--- src/rtl/uart_pkg.sv ---
// Shared UART definitions: frame-engine states, parity selectors and line levels.
// Used by the TX framer and the RX checker.
package uart_pkg;

    typedef enum logic [2:0] {
        IDLE   = 3'd0,
        START  = 3'd1,
        DATA   = 3'd2,
        PARITY = 3'd3,
        STOP   = 3'd4
    } state_t;

    localparam logic PAR_EVEN   = 1'b0;
    localparam logic PAR_ODD    = 1'b1;

    localparam logic LINE_IDLE  = 1'b1;
    localparam logic LINE_START = 1'b0;

    // Frame length in bit times for a given data width and per-frame options.
    function automatic int frame_len(input int data_width, input logic par_en, input logic stop2);
        return 1 + data_width + int'(par_en) + 1 + int'(stop2);
    endfunction

endpackage

--- src/rtl/uart_tx_framer_if.sv ---
// Word-source side of the UART TX framer: handshake, per-frame options and the serial line.
interface uart_tx_framer_if #(
    parameter int DATA_WIDTH = 8
);
    logic                  data_valid;
    logic [DATA_WIDTH-1:0] p_data;
    logic                  par_en;
    logic                  par_type;
    logic                  stop2;
    logic                  ready;
    logic                  busy;
    logic                  tx_out;

    modport master (
        output data_valid, p_data, par_en, par_type, stop2,
        input  ready, busy, tx_out
    );

    modport slave (
        input  data_valid, p_data, par_en, par_type, stop2,
        output ready, busy, tx_out
    );
endinterface

--- src/rtl/uart_parity_calc.sv ---
// Combinational parity generator; even returns the XOR of the data bits, odd its inverse.
module uart_parity_calc
    import uart_pkg::*;
#(
    parameter int DATA_WIDTH = 8
) (
    input  logic [DATA_WIDTH-1:0] data,
    input  logic                  par_type,
    output logic                  parity
);

    assign parity = (^data) ^ (par_type == PAR_ODD);

endmodule

--- src/rtl/uart_tx_framer.sv ---
// UART transmit framer: start, DATA_WIDTH data bits LSB-first, optional parity, 1 or 2 stops,
// one bit per clk, with gapless back-to-back frames when a word is accepted in the final stop bit.
module uart_tx_framer
    import uart_pkg::*;
#(
    parameter int DATA_WIDTH = 8
) (
    input  logic             clk,
    input  logic             rst,
    uart_tx_framer_if.slave  tx
);

    localparam int            CW       = $clog2(DATA_WIDTH);
    localparam logic [CW-1:0] LAST_BIT = CW'(DATA_WIDTH - 1);

    state_t                state_q, state_n;
    logic [CW-1:0]         bit_cnt_q, bit_cnt_n;
    logic                  stop_cnt_q, stop_cnt_n;
    logic [DATA_WIDTH-1:0] data_q;
    logic                  par_en_q, par_type_q, stop2_q;
    logic                  tx_q;
    logic                  line_n;
    logic                  par_bit;
    logic                  last_stop;
    logic                  accept;

    uart_parity_calc #(
        .DATA_WIDTH (DATA_WIDTH)
    ) u_parity (
        .data     (data_q),
        .par_type (par_type_q),
        .parity   (par_bit)
    );

    // The final stop bit is the only STOP cycle that can hand over to a new frame.
    assign last_stop  = (state_q == STOP) && (stop_cnt_q == stop2_q);
    assign tx.ready   = (state_q == IDLE) || last_stop;
    assign tx.busy    = (state_q != IDLE);
    assign accept     = tx.data_valid && tx.ready;
    assign tx.tx_out  = tx_q;

    always_comb begin
        state_n    = state_q;
        bit_cnt_n  = bit_cnt_q;
        stop_cnt_n = stop_cnt_q;
        line_n     = LINE_IDLE;

        case (state_q)
            IDLE: begin
                if (accept) state_n = START;
            end
            START: begin
                state_n   = DATA;
                bit_cnt_n = '0;
            end
            DATA: begin
                if (bit_cnt_q == LAST_BIT) begin
                    state_n    = par_en_q ? PARITY : STOP;
                    stop_cnt_n = 1'b0;
                end else begin
                    bit_cnt_n = bit_cnt_q + CW'(1);
                end
            end
            PARITY: begin
                state_n    = STOP;
                stop_cnt_n = 1'b0;
            end
            STOP: begin
                if (last_stop) state_n = accept ? START : IDLE;
                else           stop_cnt_n = 1'b1;
            end
            default: state_n = IDLE;
        endcase

        // The pin flop loads the level of the state being entered, so it lines up with that state.
        case (state_n)
            START:   line_n = LINE_START;
            DATA:    line_n = data_q[bit_cnt_n];
            PARITY:  line_n = par_bit;
            default: line_n = LINE_IDLE;
        endcase
    end

    always_ff @(posedge clk) begin
        if (!rst) begin
            state_q    <= IDLE;
            bit_cnt_q  <= '0;
            stop_cnt_q <= 1'b0;
            data_q     <= '0;
            par_en_q   <= 1'b0;
            par_type_q <= PAR_EVEN;
            stop2_q    <= 1'b0;
            tx_q       <= LINE_IDLE;
        end else begin
            state_q    <= state_n;
            bit_cnt_q  <= bit_cnt_n;
            stop_cnt_q <= stop_cnt_n;
            tx_q       <= line_n;
            if (accept) begin
                data_q     <= tx.p_data;
                par_en_q   <= tx.par_en;
                par_type_q <= tx.par_type;
                stop2_q    <= tx.stop2;
            end
        end
    end

endmodule
--- src/flat_wrapper.sv ---
// flat-port wrapper written by rule: the top's interface ports become plain ports
module uart_tx_framer_flat import uart_pkg::*;
#(
    parameter int DATA_WIDTH = 8
)
  (clk, rst, tx_data_valid, tx_p_data, tx_par_en, tx_par_type, tx_stop2, tx_ready, tx_busy, tx_tx_out);
  uart_tx_framer_if #(.DATA_WIDTH(DATA_WIDTH)) tx_i ();
  input  logic clk;
  input  logic rst;
  input wire logic [$bits(tx_i.data_valid)-1:0] tx_data_valid;
  input wire logic [$bits(tx_i.p_data)-1:0] tx_p_data;
  input wire logic [$bits(tx_i.par_en)-1:0] tx_par_en;
  input wire logic [$bits(tx_i.par_type)-1:0] tx_par_type;
  input wire logic [$bits(tx_i.stop2)-1:0] tx_stop2;
  output wire logic [$bits(tx_i.ready)-1:0] tx_ready;
  output wire logic [$bits(tx_i.busy)-1:0] tx_busy;
  output wire logic [$bits(tx_i.tx_out)-1:0] tx_tx_out;
  assign tx_i.data_valid = tx_data_valid;
  assign tx_i.p_data = tx_p_data;
  assign tx_i.par_en = tx_par_en;
  assign tx_i.par_type = tx_par_type;
  assign tx_i.stop2 = tx_stop2;
  assign tx_ready = tx_i.ready;
  assign tx_busy = tx_i.busy;
  assign tx_tx_out = tx_i.tx_out;
  uart_tx_framer #(.DATA_WIDTH(DATA_WIDTH)) u_core (.clk(clk), .rst(rst), .tx(tx_i));
endmodule
--- config.mk ---
export PLATFORM = sky130hd
export DESIGN_NAME = uart_tx_framer_flat
export DESIGN_NICKNAME = d
export VERILOG_FILES = /design/src/rtl/uart_pkg.sv /design/src/rtl/uart_tx_framer_if.sv /design/src/rtl/uart_parity_calc.sv /design/src/rtl/uart_tx_framer.sv /design/src/flat_wrapper.sv
export SDC_FILE = /design/constraint.sdc
export NUM_CORES = 1
export LEC_CHECK = 0
export ABC_AREA = 1
export CORE_ASPECT_RATIO = 0.75
export CORE_MARGIN = 3
export CORE_UTILIZATION = 51
export DETAILED_ROUTE_END_ITERATION = 8
export GPL_TIMING_DRIVEN = 0
export PLACE_DENSITY = 0.89
export SYNTH_ARGS = -nofsm -noshare
export SYNTH_HDL_FRONTEND = slang
export SYNTH_SLANG_ARGS = --single-unit
--- constraint.sdc ---
create_clock -name clk -period 1.9 [get_ports clk]
set_clock_uncertainty 0.1 [all_clocks]
set_input_delay 0.285 -clock clk [delete_from_list [all_inputs] [get_ports clk]]
set_output_delay 0.285 -clock clk [all_outputs]
set_load 0.01 [all_outputs]
* Word-level counts from Yosys, hierarchy flattened
Cells that the tools add are included.
** Cells by class
- $add $sub $neg :: 1
- $lt $le $gt $ge :: 1
- Eq/ne operators :: 11
- Muxes and demuxes :: 14
- Bitwise logic cells :: 1
- Reduce and logical (&&, ||, !) cells :: 8
** Operator list (count)
- two-way mux 3 bit :: 5
- case mux 3 bit (5 select lines) :: 1
- equality test 3 x 2 -> 1 bit, second input constant :: 4
- parity 8 bit :: 1
- equality test 3 x 1 -> 1 bit, second input constant :: 2
- equality test 3 bit, second input constant :: 2
- case mux 1 bit (3 select lines) :: 2
- case mux 3 bit (2 select lines) :: 1
- nonzero test 3 bit :: 2
- less-than comparator 3 x 4 -> 1 bit, second input constant :: 1
- two-way mux 1 bit :: 4
- adder 3 x 1 -> 3 bit, second input constant :: 1
- binary-select mux 1 bit (select 3 bit) :: 1
- logical NOT 3 bit :: 1
- AND reduction 3 bit :: 1
- logical AND 1 bit :: 2
- inequality test 2 x 1 -> 1 bit, second input constant :: 1
- inequality test 2 bit, second input constant :: 1
- equality test 1 bit :: 1
- logical OR 1 bit :: 1
- XOR 1 bit :: 1
** Storage, ports and cells
- Register bits :: 19
- Input port bits :: 14
- Output and inout bits :: 3
- Logic and storage cells :: 44

* Depth between registers and ports, before layout
- Depth after elaboration :: 9
- Mapped depth :: 12
- Mapped depth without buffers :: 12

* Hierarchy
A second synthesis with hierarchy kept.
** Second synthesis, totals
- Cells, all modules :: 168
- Area, all modules :: 1097.3 um2
** By module, submodules not included
- uart_tx_framer :: times used 1, cells each 130, area an instance 933.4 um2, seq. area each 380.4 um2
- uart_parity_calc :: times used 1, cells each 38, area an instance 163.9 um2, seq. area each 0.0 um2

* Worst setup path after synthesis
Ideal clock, no wire load.
- Path type :: flip-flop to flip-flop
- Start point :: register u_core.bit_cnt_q[1]
- End point :: register u_core.tx_q (netlist: u_core.tx.tx_out)
- Library setup time :: 0.112 ns
- Arrival :: 1.315 ns
- Data required time :: 1.688 ns
- Path slack :: 0.373 ns
- Stages on the path, launching flop included :: 12
- Path buffers :: 0
- Period minus slack after synthesis :: 1.527 ns
- Path through :: dfxtp_1 > ha_1 > nand2_1 > nand4_2 > nand2_4 > nand2_1 > nand3_1 > nand2_1 > nand2_1 > nand3_1 > nand2_1 > nand2_1
** On the way
- Word-level cells in the longest chain between the ends :: 6
- Elaborated cells on any way between the ends :: 12
- Classes of those cells :: add/sub: 1; eq/ne: 4; mux: 7
** Ends and longest elaborated chain
- start: declaration :: RTL line uart_tx_framer.sv:17 : logic [CW-1:0] bit_cnt_q, bit_cnt_n;
- start signal: assignment :: RTL line uart_tx_framer.sv:96 : bit_cnt_q <= bit_cnt_n;
- adder 3 x 1 -> 3 bit / equality test 3 bit (equally long branches) :: RTL line uart_tx_framer.sv:61, uart_tx_framer.sv:57
- two-way mux 3 bit :: RTL line uart_tx_framer.sv:57 : if (bit_cnt_q == LAST_BIT) begin
- case mux 3 bit (2 select lines) :: RTL line uart_tx_framer.sv:48 : case (state_q)
- binary-select mux 1 bit (select 3 bit) :: RTL line uart_tx_framer.sv:78 : DATA: line_n = data_q[bit_cnt_n];
- two-way mux 1 bit (not written as such) :: RTL line uart_tx_framer.sv:78
- case mux 1 bit (3 select lines) * :: RTL line uart_tx_framer.sv:76 : case (state_n)
- end signal: assignment :: RTL line uart_tx_framer.sv:98 : tx_q <= line_n;
- end: declaration :: RTL line uart_tx_framer.sv:21 : logic tx_q;
Every way passes the cells marked *; elsewhere a longest branch is shown, timed or not. The select of a mux whose other input is x is not followed.
A chain may end at the register's enable or synchronous reset.

* Worst setup path in the final report
- Start point :: register u_core.state_q[1]
- End point :: output port tx_busy
** On the way
- Word-level cells in the longest chain between the ends :: 1
** Ends and longest elaborated chain
- start: declaration :: RTL line uart_tx_framer.sv:16 : state_t state_q, state_n;
- start signal: assignment :: RTL line uart_tx_framer.sv:95 : state_q <= state_n;
- nonzero test 3 bit :: RTL line uart_tx_framer.sv:38 : assign tx.busy = (state_q != IDLE);
- end: declaration :: RTL line flat_wrapper.sv:16 : output wire logic [$bits(tx_i.busy)-1:0] tx_busy;
Every way passes these cells.

==> flow_summary.yaml <==
run_status:
  status: "completed"
detailed_routing:
  drc: 0
  finalWirelength_um: 2265
  drt_iter0_drc: 27
  detail_route.vias_per_cell: 5.391
  ant_nets: 0
  vias: 1035
  firstDrtPassIters: 4
  drt-wirelength-per-cell_um: 11.80
min_path:
  holdPathStages: 2
  hold_class: "reg -> reg"
clock_network:
  clk_path_buf_depth: 2
  htree_levels: 1
  post-cts-setup-buffers: 0
  clk_pin_slew_worst_paths_ns: 0.11
  cts_tree: "yes"
  clk_latency_ns: 0.30
  cts_buffers: 3
  root_buffer: "clkbuf_4"
  cts_sinks: 19
final_layout:
  diodes: 0
  finalNetCount: 186
  layout-drive-gt1-share_pct: 14.12
  stdcell_area_um2: 1276
  fill_cells: 163
  area_delta_synth_final_pct: 22.30
timing:
  finalHoldViolCount: 0
  worstMarginPinSlew_ns: 0.4426
  fmax_mhz: 566.9
  drv_slew: 0
  fin_crit_sh_pct: 92.83
  setup_viol_count_final: 0
  fin_crit_ns: 1.764
  slew_headroom_pct: 70.49
  tns_ns: 0
  rsz0062_at_grt: "false"
critical_path:
  path_max_fanout: 5
  r2r.worst_path.cells: 12
  crit_required_ns: 1.51
  cp_data_arrival_time_ns: 1.38
  crit_type: "reg -> out"
  cp-end-kind: "primary output"
  critPathLaunchType: "flip-flop"
placement:
  hpwl_um: 1835
  placed_area_um2: 1231
  portBuffers: 16
  gp_congestion: 0.8175
power:
  ir_drop_v: 0.0005793
  p_leak_uw: 0.0005629
  p_sw_uw: 302.0
  combPwrFrac_pct: 29.6
  p_clk_share_pct: 21.5
  p_int_uw: 627.3
  p_per_area_nw_per_um2: 728.2
  swShare_pct: 32.50
  pwr-share-seq_pct: 48.9
run:
  cap_viol_max_count: 0
global_route:
  grt_pass1_wl_um: 4098
  grt_pass1_vias: 1012
  antenna_found_initial: 0
  grt_max_degree: 12
  grt.total_usage_pct: 20.43
  gr-total-overflow: 0
floorplanning:
  die-area_um2: 2631
  initial_core_util_pct: 56.77
  num_rows: 13
  die_w_um: 58.23
  num_io_pins: 17
  core-area_um2: 1838
  die_y_um: 45.18
logic_synthesis:
  synthCells: 150
  postSynthAreaPerCell_um2: 6.957
  synth_area_um2: 1044
  synth_seq_cells: 19
  yosysTopAreaCell: "dfxtp_1"
  async_flop_share_pct: 0
  synth_flop_cell: "dfxtp_1"
  ys_seq_area_share_pct: 36.45
  synth_top_area_share_pct: 36.45
  synth_most_common_cell: "nand2_1"
  synth_edf_count: 0
  synth_common_cells: "27 x nand2_1, 19 x dfxtp_1, 19 x inv_1"
  syn_nets: 165
  netlist_top_cells_area: "dfxtp_1 36%, nand2_1 9.7%, inv_1 6.8%"
  yosys.cell_types.count: 26
  ys_warn_count: 0
==> placed cells by master (no fill, tap or decap), drive strengths merged <==
cell	synthesis	final
xnor2	5	5
o21bai	1	1
clkbuf	2	5
clkdlybuf4s50	0	15
dfxtp	19	19
nor3	1	1
a21oi	11	11
nand2	30	30
nor2	19	19
nand3b	1	1
o21ai	18	18
ha	1	1
inv	23	23
xor2	2	2
nand3	13	13
dlygate4sd2	0	1
buf	1	1
nand4	1	1
clkinv	2	3
==> logic make-up after synthesis <==
family | after synthesis | synth area share (%)
simple gates | 65 | 31.06
flops | 19 | 36.45
buf+inv | 28 | 10.43
fa+ha+maj | 1 | 1.199
xor+xnor | 7 | 5.875
compound gates | 30 | 14.99
==> worst paths after layout <==
check	from	endpoint	slack, ns
setup / recovery	u_core.state_q[1]	tx_busy	0.14
hold / removal	u_core.data_q[0]	u_core.data_q[0]	0.40
setup reg to reg	u_core.bit_cnt_q[1]	u_core.tx.tx_out	0.17
hold reg to reg	u_core.data_q[0]	u_core.data_q[0]	0.40
==> power by group through the flow <==
stage / sequential (µW) / combinational [µW] / clock [µW]
detailed placement: 463 / 271 / 0
global placement: 461 / 255 / 0
global route: 459 / 313 / 225
CTS: 453 / 269 / 203
finish: 454 / 276 / 200
floorplan: 460 / 187 / 0
==> per-layer routing <==
| metal | global-route usage, % | share of wire (%) | vias up | wire [µm] |
|---|---|---|---|---|
| li1 | - | - | 518 | - |
| met1 | 23.09 | 44 | 478 | 993 |
| met2 | 37.16 | 49 | 28 | 1120 |
| met3 | 3.429 | 3.9 | 11 | 88 |
| met4 | 11.11 | 2.8 | 0 | 63 |
| met5 | 0 | 0 | - | 0 |
==> sequential cells by signal, indices dropped and copies added (netlist names) <==
name and flops:
u_core.tx.tx_out 1, u_core.stop2_q 1, u_core.par_en_q 1, u_core.state_q 3, u_core.data_q 8, u_core.bit_cnt_q 3
u_core.par_type_q 1, u_core.stop_cnt_q 1
==> critical path: stages, from the launching register on <==
cell,delay (ns)
dfxtp_2,0.37
nor2_1,0.15
nand2_1,0.08
clkdlybuf4s50_1,0.48
==> layout make-up <==
cell class | instances | area (µm²) | area share (%)
Multi-Input combinational cell | 103 | 566.8 | 44.41
Sequential cell | 19 | 386.6 | 30.29
Timing Repair Buffer | 16 | 158.9 | 12.45
Inverter | 25 | 96.34 | 7.549
Tap cell | 22 | 27.53 | 2.157
Clock buffer | 3 | 22.52 | 1.765
Buffer | 3 | 12.51 | 0.9804
Clock inverter | 1 | 5.005 | 0.3922
==> through the flow <==
step / std cells / power [µW] / utilization [%] / hold WS [ns] / setup slack (ns)
final: 192 / 929.3 / 69.44 / 0.3958 / 0.1362
after global placement: 188 / 716.8 / 66.98 / 0.3739 / 0.1769
after detailed placement: 188 / 734.0 / 66.98 / 0.3803 / 0.1353
after global routing: 192 / 996.7 / 69.44 / 0.4297 / 0.02363
after floorplan: 150 / 646.6 / - / 0.3268 / 0.3727
after CTS: 192 / 925.5 / 68.62 / 0.3989 / 0.06120
==> what timing repair did <==
| action | in CTS | in global routing |
|---|---|---|
| endpoints found under the setup margin | 1 | 2 |
| gates resized for setup | 3 | 4 |
| hold endpoints to repair | 0 | 0 |
| hold buffers | 0 | 0 |
Power figures use the tool's default switching activity.
